===== config.mk =====
export PLATFORM = sky130hd
export DESIGN_NAME = demux_3x16
export DESIGN_NICKNAME = d
export VERILOG_FILES = /design/src/rtl/mycpu_pkg.sv /design/src/rtl/demux_3x16_slot.sv /design/src/rtl/demux_3x16.sv
export SDC_FILE = /design/constraint.sdc
export NUM_CORES = 1
export LEC_CHECK = 0
export CAP_MARGIN = 20
export CORE_MARGIN = 5
export CORE_UTILIZATION = 45
export DETAILED_ROUTE_END_ITERATION = 7
export PLACE_DENSITY = 0.8
export SETUP_SLACK_MARGIN = 0.4
export SLEW_MARGIN = 20
export SYNTH_ARGS = -nofsm -noshare
export SYNTH_HDL_FRONTEND = slang
export SYNTH_SLANG_ARGS = --single-unit
export TNS_END_PERCENT = 100

===== constraint.sdc =====
create_clock -name clk -period 2.15 [get_ports clk]
set_clock_uncertainty 0.15 [all_clocks]
set_input_delay 0.3225 -clock clk [delete_from_list [all_inputs] [get_ports clk]]
set_output_delay 0.3225 -clock clk [all_outputs]
set_load 0.02 [all_outputs]

===== src/rtl/mycpu_pkg.sv =====
// Shared types and constants for the datapath steering blocks.
package mycpu_pkg;

   localparam int DATA_W         = 16;
   localparam int DEMUX_CHANNELS = 3;

   typedef logic [DATA_W-1:0] word_t;
   typedef logic [1:0]        demux_sel_t;

   // Select code 3 has no destination; transfers to it are sunk and counted.
   localparam demux_sel_t SEL_ILLEGAL = 2'd3;

endpackage


===== src/rtl/demux_3x16_slot.sv =====
// One-entry channel buffer. A load wins over a same-cycle drain, so a full
// slot can be refilled in the cycle it empties without a bubble.
module demux_3x16_slot #(
   parameter int W = 16
) (
   input  logic         clk,
   input  logic         rst_n,
   input  logic         load_in,
   input  logic [W-1:0] data_in,
   input  logic         drain_in,
   output logic [W-1:0] q_out,
   output logic         v_out
);

   // Buffer register: load replaces the word, drain only clears the flag.
   always_ff @(posedge clk or negedge rst_n) begin
      if (!rst_n) begin
         v_out <= 1'b0;
         q_out <= '0;
      end else if (load_in) begin
         v_out <= 1'b1;
         q_out <= data_in;
      end else if (drain_in) begin
         v_out <= 1'b0;
      end
   end

endmodule


===== src/rtl/demux_3x16.sv =====
// Three-way demultiplexer: steers one source word into one of three
// single-entry channel buffers, sinking and counting illegal selects.
module demux_3x16 #(
   parameter int DATA_W     = mycpu_pkg::DATA_W,
   parameter int DROP_CNT_W = 8
) (
   input  logic                  clk,
   input  logic                  rst_n,
   input  logic [1:0]            sel_in,
   input  logic [DATA_W-1:0]     d_in,
   input  logic                  valid_in,
   output logic                  ready_out,
   output logic [DATA_W-1:0]     q0_out,
   output logic [DATA_W-1:0]     q1_out,
   output logic [DATA_W-1:0]     q2_out,
   output logic                  v0_out,
   output logic                  v1_out,
   output logic                  v2_out,
   input  logic                  r0_in,
   input  logic                  r1_in,
   input  logic                  r2_in,
   output logic                  err_out,
   output logic [DROP_CNT_W-1:0] drop_cnt_out,
   input  logic                  clr_in
);

   import mycpu_pkg::*;

   logic [DEMUX_CHANNELS-1:0] v;
   logic [DEMUX_CHANNELS-1:0] r;
   logic [DEMUX_CHANNELS-1:0] load;
   logic [DEMUX_CHANNELS-1:0] drain;
   logic [DATA_W-1:0]         q [DEMUX_CHANNELS];
   logic                      xfer;
   logic                      illegal_xfer;

   assign r = {r2_in, r1_in, r0_in};

   // Ready depends only on the addressed slot (or the sink), never on valid_in.
   always_comb begin
      ready_out = 1'b0;
      if (rst_n) begin
         case (sel_in)
            2'd0:    ready_out = !v[0] | r[0];
            2'd1:    ready_out = !v[1] | r[1];
            2'd2:    ready_out = !v[2] | r[2];
            default: ready_out = 1'b1;
         endcase
      end
   end

   assign xfer         = valid_in & ready_out;
   assign illegal_xfer = xfer & (sel_in == SEL_ILLEGAL);

   for (genvar i = 0; i < DEMUX_CHANNELS; i++) begin : g_slot
      assign load[i]  = xfer & (sel_in == demux_sel_t'(i));
      assign drain[i] = v[i] & r[i];

      demux_3x16_slot #(.W(DATA_W)) u_slot (
         .clk      (clk),
         .rst_n    (rst_n),
         .load_in  (load[i]),
         .data_in  (d_in),
         .drain_in (drain[i]),
         .q_out    (q[i]),
         .v_out    (v[i])
      );
   end

   assign q0_out = q[0];
   assign q1_out = q[1];
   assign q2_out = q[2];
   assign v0_out = v[0];
   assign v1_out = v[1];
   assign v2_out = v[2];

   // Sticky error and saturating drop counter; clear beats a same-cycle drop.
   always_ff @(posedge clk or negedge rst_n) begin
      if (!rst_n) begin
         err_out      <= 1'b0;
         drop_cnt_out <= '0;
      end else if (clr_in) begin
         err_out      <= 1'b0;
         drop_cnt_out <= '0;
      end else if (illegal_xfer) begin
         err_out <= 1'b1;
         if (drop_cnt_out != '1) begin
            drop_cnt_out <= drop_cnt_out + 1'b1;
         end
      end
   end

endmodule


==> flow_summary.json <==
{
  "status": "finished, final reports clean",
  "dp_hpwl_um": 4070,
  "ant_nets": 0,
  "min_path_cells": 3,
  "required_ns": 2.22,
  "leakage_nw": 1.84,
  "path_cells": "nor2b_4 > buf_6 > nor4b_4 > buf_6 > clkbuf_16 > mux2_4",
  "die_x_um": 83.7,
  "syn_avg_cell_area_um2": 14.6,
  "ys_seq_elements": 60,
  "synthAdderAreaFrac_pct": 0.512,
  "drt-initial-drc-count": 66,
  "rsz0062_at_grt": "true",
  "nNetsFinal": 304,
  "synthToLayoutAreaGrowth_pct": 57.6,
  "reg2reg_from": "g_slot[1].u_slot.v_out",
  "min_from": "r2_in",
  "stdcell_count": 353,
  "vias": 1803,
  "synth_cell_types": 34,
  "grt_max_degree": 40,
  "period_minus_slack_ns": 1.80,
  "rr_worst_depth": 6,
  "dr.pass1.iters": 4,
  "worst_path_max_delay_cell": "dfrtp_2",
  "antenna_cells": 0,
  "hold_end": "g_slot[2].u_slot.v_out",
  "cts.sinks": 60,
  "track_usage_pct": 18.0,
  "clockBufferDepth": 2,
  "portBuffers": 85,
  "holdWs_ns": 0.284,
  "ys_seq_area_share_pct": 61.4,
  "drive_gt1_share_pct": 33.9,
  "start_util_pct": 47.0,
  "fin_crit_sh_pct": 83.7,
  "maxCapViolations": 0,
  "fin_tns_setup_ns": 0,
  "utilization_pct": 74.0,
  "avgRoutedWirePerCell_um": 17.9,
  "grt_overflow": 0,
  "r2r_end": "g_slot[1].u_slot.q_out[2]",
  "synth_top_family_by_area": "multiplexers",
  "clk_latency_ns": 0.33,
  "hold_viol_final": 0,
  "p_per_area_nw_per_um2": 879,
  "antenna_found_initial": 0,
  "synth.cell_area_um2": 2440,
  "fillCellCount": 392,
  "die_height_um": 83.7,
  "worst_setup_path_end_kind": "flop",
  "syn-instance-count": 167,
  "die_area_um2": 7010,
  "startpoint_type": "flop",
  "setup_viol": 0,
  "fmax_ghz": 0.556,
  "critPathMaxStageDelay_ns": 0.40,
  "viasPerCell": 5.11,
  "cts_tree": "yes",
  "crit_buf_inv": 3,
  "cts-buffers-inserted": 9,
  "synth_xor_area_share_pct": 0.358,
  "yosysWarnings": 0,
  "regToRegSetupSlack_ns": 0.35,
  "place_inst": 327,
  "critPathTopFamily": "buffers and inverters",
  "cts-root-buf": "clkbuf_8",
  "fp-row-count": 26,
  "drcViolationCount": 0,
  "routed_wl_um": 6340,
  "arrival_ns": 1.87,
  "yosys.area_share.simple_pct": 10.1,
  "path_class": "reg -> reg",
  "worstMarginPinSlew_ns": 0.482,
  "grt_pass1_wl_um": 9920,
  "htreeDepth": 3,
  "syn_nets": 193,
  "crit_path_frequent_cell": "buf_6",
  "crit_fanout": 8,
  "ios": 86,
  "synthMuxAreaShare_pct": 23.3,
  "slew_headroom_pct": 67.9,
  "gp_congestion": 0.841,
  "synth-compound-area-share_pct": 2.71,
  "min_path_type": "in -> reg",
  "drv_slew": 0,
  "vdd_drop_max_mv": 0.616,
  "path_clk_slew_ns": 0.07,
  "grt_pass1_vias": 1872,
  "coreArea_um2": 5200
}
## registers in the layout, indices dropped and copies added, names as in the netlist
name	count
g_slot.u_slot.v_out	3
drop_cnt_out	8
g_slot.u_slot.q_out	48
err_out	1
## synth_stat cells
| cell | n | share of area [%] |
|---|---|---|
| buf_6 | 2 | 0.92 |
| nand3_2 | 1 | 0.41 |
| a21oi_1 | 2 | 0.41 |
| o2111a_1 | 1 | 0.46 |
| nor4_4 | 1 | 0.87 |
| nor4_1 | 1 | 0.26 |
| a311oi_1 | 1 | 0.36 |
| a31oi_1 | 1 | 0.26 |
| nand3_1 | 4 | 0.82 |
| nor2b_1 | 4 | 1.0 |
| and4_1 | 1 | 0.36 |
| a211oi_1 | 1 | 0.31 |
| nor3_1 | 5 | 1.0 |
| o31ai_1 | 1 | 0.31 |
| dfrtp_1 | 60 | 61 |
| or2_2 | 3 | 0.77 |
| nand2_1 | 4 | 0.61 |
| mux2_2 | 38 | 18 |
| nand2b_1 | 1 | 0.26 |
| nand3b_1 | 1 | 0.31 |
| buf_2 | 1 | 0.20 |
| ha_1 | 1 | 0.51 |
| nor2_1 | 9 | 1.4 |
| buf_1 | 1 | 0.15 |
| mux2i_1 | 3 | 1.2 |
| or2_0 | 1 | 0.26 |
| buf_4 | 1 | 0.31 |
| xor2_1 | 1 | 0.36 |
| nor4b_4 | 1 | 0.97 |
| nand2_2 | 1 | 0.26 |
| mux2_1 | 10 | 4.6 |
| nand4_1 | 2 | 0.51 |
| o211a_1 | 1 | 0.41 |
| o21ai_0 | 1 | 0.20 |
## timing repair
action / in CTS / in global routing
buffers inserted: 1 / 4
resized for setup: 70 / 26
hold buffers: 2 / 0
gates cloned: 1 / 2
pin swaps: 1 / 1
setup endpoints to repair: 97 / 35
hold endpoints to repair: 21 / 0
## final cells by class
| cell class | count | area [um2] | area share, % |
|---|---|---|---|
| clock inverters | 7 | 67.6 | 1.75 |
| repair buffers | 105 | 1030 | 26.8 |
| flip-flops and latches | 60 | 1500 | 39.0 |
| well taps | 70 | 87.6 | 2.27 |
| multi-input cells | 102 | 1040 | 26.9 |
| clock buffers | 9 | 124 | 3.22 |
## layer usage
layer / wire (um) / vias to the layer above / share of wire, % / track usage (%)
li1: - / 828 / - / -
met2: 3120 / 69 / 49 / 28.1
met3: 339 / 12 / 5.4 / 4.64
met5: 0 / - / 0 / 0
met4: 129 / 0 / 2.0 / 9.94
met1: 2750 / 894 / 43 / 22.7
## worst max path at each step
stage,endpoint,start,cells past startpoint,slack [ns]
floorplan,g_slot[1].u_slot.q_out[10],g_slot[1].u_slot.v_out,4,0.30
global placement,ready_out,sel_in[1],4,-0.08
detailed placement,ready_out,sel_in[1],4,-0.08
CTS,g_slot[1].u_slot.q_out[8],r1_in,6,0.31
global route,g_slot[1].u_slot.q_out[6],g_slot[1].u_slot.v_out,6,0.30
finish,g_slot[1].u_slot.q_out[2],g_slot[1].u_slot.v_out,6,0.35
## per-stage QoR
step | area (um2) | worst slack, ns | total power [W]
4_1_cts | 3680 | 0.314 | 0.00336
5_1_grt | 3850 | 0.302 | 0.00355
2_1_floorplan | 2490 | 0.298 | 0.00195
3_5_place_dp | 3500 | -0.0801 | 0.00254
6_report | 3850 | 0.351 | 0.00339
3_3_place_gp | 3500 | -0.0839 | 0.00252
## tightest hold or removal path, cell delays in order
cell and delay [ns]:
dlymetal6s2s_1 0.15, nand2b_1 0.19, nand2_1 0.06
## power breakdown
part | total (W) | switching, W | internal [W] | leakage (nW)
clock network | 0.000973 | 0.000445 | 0.000528 | 0.0910
logic | 0.000967 | 0.000493 | 0.000474 | 1.01
registers | 0.00145 | 0.000107 | 0.00134 | 0.739
## cell usage in the layout (no fill, tap or decap), types with 2 or more instances in the layout
cell type / netlist / layout
clkinvlp_4: 0 / 3
mux2_2: 38 / 24
mux2i_1: 3 / 3
buf_6: 2 / 5
mux2_1: 10 / 2
nand4_1: 2 / 2
nand3_1: 4 / 4
nand2_1: 4 / 4
or2_2: 3 / 3
buf_12: 0 / 3
nor2_1: 9 / 9
clkdlybuf4s50_1: 0 / 18
clkinv_2: 0 / 3
a21oi_1: 2 / 2
dlymetal6s2s_1: 0 / 2
dfrtp_2: 0 / 2
clkbuf_8: 0 / 9
mux2_4: 0 / 22
clkbuf_16: 0 / 3
nor2b_4: 0 / 3
nor3_1: 5 / 5
dlygate4sd3_1: 0 / 2
dlygate4sd2_1: 0 / 63
buf_4: 1 / 8
dfrtp_1: 60 / 58
## cells by family after synthesis
| family | Yosys count |
|---|---|
| adders and majority gates | 1 |
| xor gates and xnor gates | 1 |
| AOI/OAI and AO/OA | 9 |
| and+or+nand+nor | 40 |
| DFF | 60 |
| muxes | 51 |
| buffers and inverters | 5 |
(Power assumes the default switching activity.)
